`config.mk`:
```
export PLATFORM = sky130hd
export DESIGN_NAME = pc_step_ctrl
export DESIGN_NICKNAME = d
export VERILOG_FILES = /design/src/rtl/pc_step_ctrl_pkg.sv /design/src/rtl/pc_step_ctrl_sw_debounce.sv /design/src/rtl/pc_step_ctrl.sv
export SDC_FILE = /design/constraint.sdc
export NUM_CORES = 1
export LEC_CHECK = 0
export CORE_UTILIZATION = 35
export CTS_BUF_LIST = sky130_fd_sc_hd__clkbuf_4 sky130_fd_sc_hd__clkbuf_8 sky130_fd_sc_hd__clkbuf_16
export DETAILED_ROUTE_END_ITERATION = 8
export GPL_TIMING_DRIVEN = 0
export PLACE_DENSITY_LB_ADDON = 0.25
export SLEW_MARGIN = 20
export SYNTH_ARGS = -nofsm -noshare
export SYNTH_HDL_FRONTEND = slang
export SYNTH_SLANG_ARGS = --single-unit
```
`constraint.sdc`:
```
create_clock -name clk -period 4.75 [get_ports clk]
set_input_delay 0.7125 -clock clk [delete_from_list [all_inputs] [get_ports clk]]
set_output_delay 0.7125 -clock clk [all_outputs]
set_load 0.05 [all_outputs]
```
`src/rtl/pc_step_ctrl_pkg.sv`:
```
// Shared types and constants for the PC step controller.
package pc_step_ctrl_pkg;

  // Wide enough for any DB_CYCLES in 1..255.
  localparam int DB_CNT_W = $clog2(256);

  typedef enum logic [1:0] {
    ST_RUN          = 2'd0,
    ST_WAIT_PRESS   = 2'd1,
    ST_WAIT_RELEASE = 2'd2,
    ST_HALT         = 2'd3
  } state_e;

endpackage

```
`src/rtl/pc_step_ctrl_sw_debounce.sv`:
```
// Push-button synchroniser and optional debouncer.
// The debounce counter exists only when PC_STEP_CTRL_DEBOUNCE_EN is defined.
import pc_step_ctrl_pkg::*;

module sw_debounce #(
  parameter int DB_CYCLES = 4
) (
  input  logic clk,
  input  logic reset,
  input  logic sw_in,
  output logic sw_db
);

  logic s1_q, s2_q;

  always_ff @(posedge clk) begin
    if (reset) begin
      s1_q <= 1'b0;
      s2_q <= 1'b0;
    end else begin
      s1_q <= sw_in;
      s2_q <= s1_q;
    end
  end

`ifdef PC_STEP_CTRL_DEBOUNCE_EN
  logic                db_q, db_d;
  logic [DB_CNT_W-1:0] cnt_q, cnt_d;

  // Level flips on the DB_CYCLES-th consecutive disagreeing sample.
  always_comb begin
    db_d  = db_q;
    cnt_d = '0;
    if (s2_q != db_q) begin
      if (cnt_q == DB_CNT_W'(DB_CYCLES - 1)) begin
        db_d  = s2_q;
        cnt_d = '0;
      end else begin
        cnt_d = cnt_q + 1'b1;
      end
    end
  end

  always_ff @(posedge clk) begin
    if (reset) begin
      db_q  <= 1'b0;
      cnt_q <= '0;
    end else begin
      db_q  <= db_d;
      cnt_q <= cnt_d;
    end
  end

  assign sw_db = db_q;
`else
  assign sw_db = s2_q;
`endif

endmodule

```
`src/rtl/pc_step_ctrl.sv`:
```
// Program-counter step controller: run / wait-for-switch handshake / halt.
// Define PC_STEP_CTRL_DEBOUNCE_EN to debounce the switch over DB_CYCLES.
import pc_step_ctrl_pkg::*;

module pc_step_ctrl #(
  parameter int P_SIZE    = 6,
  parameter int DB_CYCLES = 4
) (
  input  logic              clk,
  input  logic              reset,
  input  logic [P_SIZE-1:0] pc_in,
  input  logic              wait_req,
  input  logic              halt_req,
  input  logic              sw_in,
  output logic              PCincr,
  output logic              stalled,
  output logic              halted,
  output logic              sw_ack,
  output logic [P_SIZE-1:0] halt_pc
);

  state_e            st_q, st_d;
  logic [P_SIZE-1:0] hpc_q, hpc_d;
  logic              sw_db;

  sw_debounce #(.DB_CYCLES(DB_CYCLES)) u_sw_debounce (
    .clk   (clk),
    .reset (reset),
    .sw_in (sw_in),
    .sw_db (sw_db)
  );

  always_comb begin
    st_d   = st_q;
    hpc_d  = hpc_q;
    PCincr = 1'b0;
    sw_ack = 1'b0;
    if (!reset) begin
      unique case (st_q)
        ST_RUN: begin
          PCincr = !wait_req && !halt_req;
          if (halt_req) begin
            st_d  = ST_HALT;
            hpc_d = pc_in;
          end else if (wait_req) begin
            st_d = ST_WAIT_PRESS;
          end
        end
        ST_WAIT_PRESS: begin
          if (sw_db) st_d = ST_WAIT_RELEASE;
        end
        // Release completes the handshake: step past the wait exactly once.
        ST_WAIT_RELEASE: begin
          if (!sw_db) begin
            PCincr = 1'b1;
            sw_ack = 1'b1;
            st_d   = ST_RUN;
          end
        end
        default: ;
      endcase
    end
  end

  always_ff @(posedge clk) begin
    if (reset) begin
      st_q  <= ST_RUN;
      hpc_q <= '0;
    end else begin
      st_q  <= st_d;
      hpc_q <= hpc_d;
    end
  end

  assign stalled = !reset && ((st_q == ST_WAIT_PRESS) || (st_q == ST_WAIT_RELEASE));
  assign halted  = !reset && (st_q == ST_HALT);
  assign halt_pc = hpc_q;

endmodule
```
Yosys cells after proc, flatten, opt, wreduce, memory -nomap -nowiden
Index checks and enable logic that the tools add are counted.
{ "totals": {"regBits": 10, "elab_cells": 31} }
{ "op_classes": {"eq_ne": 6, "mux": 10, "n_reduce_logical": 11} }
{ "op_table": {"columns": ["op", "n"], "rows": [
  ["$mux 2", 4],
  ["$pmux 2 s3", 1],
  ["$eq 2x2->1 const B", 2],
  ["$mux 1", 4],
  ["$reduce_and 4->1", 1],
  ["$logic_and 1x1->1", 3],
  ["$logic_not 1->1", 3],
  ["$ne 3x3->1 const B", 1],
  ["$reduce_bool 3->1", 1],
  ["$eq 2x1->1 const B", 1],
  ["$logic_not 2->1", 1],
  ["$ne 2x1->1 const B", 1],
  ["$ne 2x2->1 const B", 1],
  ["$pmux 1 s2", 1],
  ["$reduce_and 2->1", 1],
  ["$logic_or 1x1->1", 1]
]} }

Depth between registers and ports, before layout
Gate-level depths: netlist of the first run.
{ "depth": {"depth_word": 4, "depth_mapped": 6, "ltp_nobuf": 5} }

Cells and area by module
Synthesis of the first run repeated with hierarchy kept, for this count alone.
{ "unflattened": {"cells_unflattened": 54, "area_unflattened_um2": 500.5} }
{ "by_module_without_submodules": {"columns": ["mod", "n_inst", "cells_per_inst", "area_each_um2", "seq_area_each_um2"], "rows": [
  ["pc_step_ctrl", 1, 50, 447.9, 160.2],
  ["sw_debounce", 1, 4, 52.6, 40.0]
]} }

Worst setup path after synthesis of the first run
OpenSTA, ideal clock, no wires.
{ "synth_timing": {"path_kind": "input to output", "startpoint": "in reset", "endpoint": "out PCincr", "t_arrival_ns": 2.487, "required_ns": 4.038, "path_slack_ns": 1.550, "stages": 2, "cell_sequence": "nor3b_1 -> o21bai_1"} }
{ "synth_via": {"elab_chain_len": 1} }
{ "synth_rtl": {"columns": ["item", "line", "rtl"], "rows": [
  ["start: declaration", "pc_step_ctrl.sv:10", "input logic reset,"],
  ["$mux 1", "pc_step_ctrl.sv:38", "if (!reset) begin"],
  ["end: declaration", "pc_step_ctrl.sv:15", "output logic PCincr,"]
]} }
No other way between the ends.

Final worst setup path of the first run
Same ends and word-level chain as after synthesis.

==> metrics, run 1 <==
outcome=completed; CTS Buf Count=3; R2R Setup Slk=3.08 ns; Clock Latency Late Sink=0.27 ns; synth top area cells=dfxtp_1, ha_1, a21oi_1, nand3_1, nand2_1; worst path required time=4.04 ns; synthesized cell area=487 sq um; die height=39.3 um; Hold Path End=u_sw_debounce.sw_db$_SDFF_PP0_; Critical Path Source Type=input port; Die X-Extent=39.3 um; Max Used Layer=met3; maxcap violations=0; final period utilization=0.684; most used cell, CP=clkdlybuf4s50_1; post-CTS sizing=0; largest family of logic cells by synthesized area=simple AND/OR/NAND/NOR gates; Via Count=416; post-route ant nets=0; switching share of power=0.423; Buf+Inv Stages, Crit Path=2; unique cell type count in the Yosys netlist=19; min cycle time layout=3.25 ns; simple-gate share of the synthesized area=0.237; antenna fix cells=0; post-synth top area share=0.411; unrepaired setup endpoints after global routing=false; CTS Buffer Depth=2; WHS=0.435 ns; Area growth syn-to-layout=50.4%; cell accounting for the most synthesized area=dfxtp_1; CTS Hold Bufs=0; syn nets=69; dpl cells=88; Fin. Hold Viols=0; LEAKAGE=0.000294 uW; Root Buffer=clkbuf_4; Final Slew Violations=0; xor/xnor share of the synthesized area=0; Worst Clk Skew=0.00786 ns; Post-Synth Adder-Cell Area=0.103; Post-Route M1 WL=477 um; H-tree Lvls=1; Synth Area in Compound Gates=0.116; Psw=176 uW; Sequential Power Share=0.270; fraction of final layout cells sized beyond drive strength 1=0.130; largest net degree at the start of global routing=11; GRT Util Overall=0.143; R2R Path End=st_q[1]$_SDFFE_PP0P_; IO Pins=21; achievable frequency=308 MHz; Worst slew margin=0.673; Clk pwr share=0.186; CP delay by family, top=buffers and inverters; CP Max Fanout=6; global route overflow=0; Worst Path Arrival=2.54 ns; initial antenna violation count=0; setup TNS=0 ns; Starting Density=0.374; Comb pwr share=0.544; Final setup viols=0; routability cong.=0.709; Worst Setup End Kind=primary output; Met3 Routed Length=78 um; port bufs=19; DRT iter0 DRCs=2; sequential share of the synthesized area=0.411; Ys Warns=0; Crit Reg-Reg Startpoint=st_q[0]$_SDFFE_PP0P_; clock-pin transition on the worst setup and hold timing paths=0.06 ns; hold path cells=1; Post-CTS Setup Bufs=0; vias per inst=4.52; critical path's slowest cell=clkdlybuf4s50_1; clock tree sinks=10; Int Pwr=240 uW; first-pass GRT wire length=1.36 mm; Rows=13; slew at the pin closest to its max-slew limit=0.489 ns; PwrDens=569 nW/um^2; HP Start=u_sw_debounce.s1_q$_SDFF_PP0_; critical path type=input port to primary output; syn avg cell area=9.01 sq um; die area=1540 sq um; DRT Wirelength=969 um; Min-Delay Path Class=flop to flop; Peak supply drop=0.000291 V; fin cells=92; worst r2r path cells=6; Syn Inst Count=54; hpwl dp=698 um; wire per inst=10.5 um; routed length on met2=413 um; CTS tree=done; DRC viols=0; Nets=93; post-synthesis register bit count=10; worst path cell trace=clkdlybuf4s50_1 -> nor3b_1 -> o21bai_1 -> clkdlybuf4s50_1; mux cell area share after synthesis=0.0643; area of the core=1300 sq um; vias in the first global route=313; drt first pass iters=2; Worst path max stage delay=0.81 ns
## sequential cells by signal, indices dropped and copies added, names as in the netlist
signal               flops
halt_pc                  6
u_sw_debounce.s1_q       1
st_q                     2
u_sw_debounce.sw_db      1
## layer usage
metal  vias to the layer above  track usage
met5                         -            0
met4                         0       0.0517
met3                         0        0.102
met2                        15        0.208
met1                       174        0.160
li1                        227            -
## worst register-to-register path, delay by kind of cell (launching register included)
family,cells,cell delay [ns]
muxes,1,0.33
adders and majority gates,1,0.15
and+or+nand+nor,2,0.50
buffers and inverters,2,0.25
DFF,1,0.33
## power by group through the flow
stage	clock (uW)	sequential (uW)	combinational (uW)
after floorplan	0	145	136
after global placement	0	114	226
after detailed placement	0	115	228
after CTS	81.3	113	228
after global routing	85.4	115	244
final	77.4	112	226
## cells in the final DEF (no fill, tap or decap)
cell type        Yosys  final
clkbuf_1             1      1
nor2_1               3      3
buf_4                1      1
buf_6                1      1
clkbuf_8             0      1
ha_1                 4      4
nand2_1              7      7
clkdlybuf4s50_1      0     19
inv_1                3      3
a21oi_2              1      1
a41o_1               1      1
a21oi_1              6      6
mux2_2               1      1
o21bai_1             1      1
nor3b_1              1      1
nand3_1              6      6
mux2i_1              2      2
or3b_4               1      1
clkbuf_4             0      3
nor2b_1              3      3
nand3_2              1      1
dfxtp_1             10     10
## worst max-delay path by stage
stage                     cells after the start  start  endpoint
after floorplan                               2  reset    PCincr
after global placement                        4  reset    PCincr
after detailed placement                      4  reset    PCincr
after CTS                                     4  reset    PCincr
after global routing                          4  reset    PCincr
final                                         4  reset    PCincr
## area by class of cell
| cell class | count | area, sq um |
|---|---|---|
| Tap cell | 15 | 18.8 |
| Fill cell | 131 | 569 |
| Inverter | 3 | 11.3 |
| Buffer | 3 | 22.5 |
| Sequential cell | 10 | 200 |
| Multi-Input combinational cell | 38 | 253 |
| Timing Repair Buffer | 19 | 190 |
| Clock buffer | 4 | 36.3 |
## stage by stage
stage	worst slack (ns)	utilization	power, uW	area (sq um)
2_1_floorplan	1.55	-	281	487
3_3_place_gp	1.53	0.535	340	696
3_5_place_dp	1.51	0.535	343	696
4_1_cts	1.51	0.563	422	732
5_1_grt	1.43	0.563	444	732
6_report	1.50	0.563	416	732
## cell families after synthesis
| logic type | after synthesis |
|---|---|
| buffers and inverters | 6 |
| AO/OA/AOI/OAI | 9 |
| adder cells (fa/ha/maj) | 4 |
| multiplexers | 3 |
| AND/OR/NAND/NOR | 22 |
| flip-flops | 10 |
## Yosys cell counts
cell	n
inv_1	3
mux2_2	1
buf_4	1
o21bai_1	1
buf_6	1
a41o_1	1
nor2b_1	3
nor2_1	3
nand3_2	1
clkbuf_1	1
or3b_4	1
dfxtp_1	10
nand3_1	6
nand2_1	7
a21oi_2	1
mux2i_1	2
a21oi_1	6
nor3b_1	1
ha_1	4
Power figures use the tool's default switching activity.
==> run 2: changes to the inputs <==
Clock period 4.75 ns to 3.3 ns, I/O delays scaled along.
==> results of run 2 <==
Same layout as run 1 (identical final DEF). Status: completed.
Among the figures that moved: setup slack after placement 1.51 ns -> 0.495 ns; setup slack after layout 1.50 ns -> 0.465 ns; start point of the critical path reset -> st_q[0]$_SDFFE_PP0P_; register-to-register setup slack 3.08 ns -> 1.63 ns; total power 416 uW -> 599 uW; worst IR drop on VDD 0.000291 V -> 0.000419 V
==> run 3: changes to the inputs <==
Settings changed: GPL_ROUTABILITY_DRIVEN from default to 1.
==> results of run 3 <==
Same layout as run 1 (identical final DEF). Status: completed.
Among the figures that moved: setup slack after placement 1.51 ns -> 0.495 ns; setup slack after layout 1.50 ns -> 0.465 ns; start point of the critical path reset -> st_q[0]$_SDFFE_PP0P_; register-to-register setup slack 3.08 ns -> 1.63 ns; total power 416 uW -> 599 uW; worst IR drop on VDD 0.000291 V -> 0.000419 V
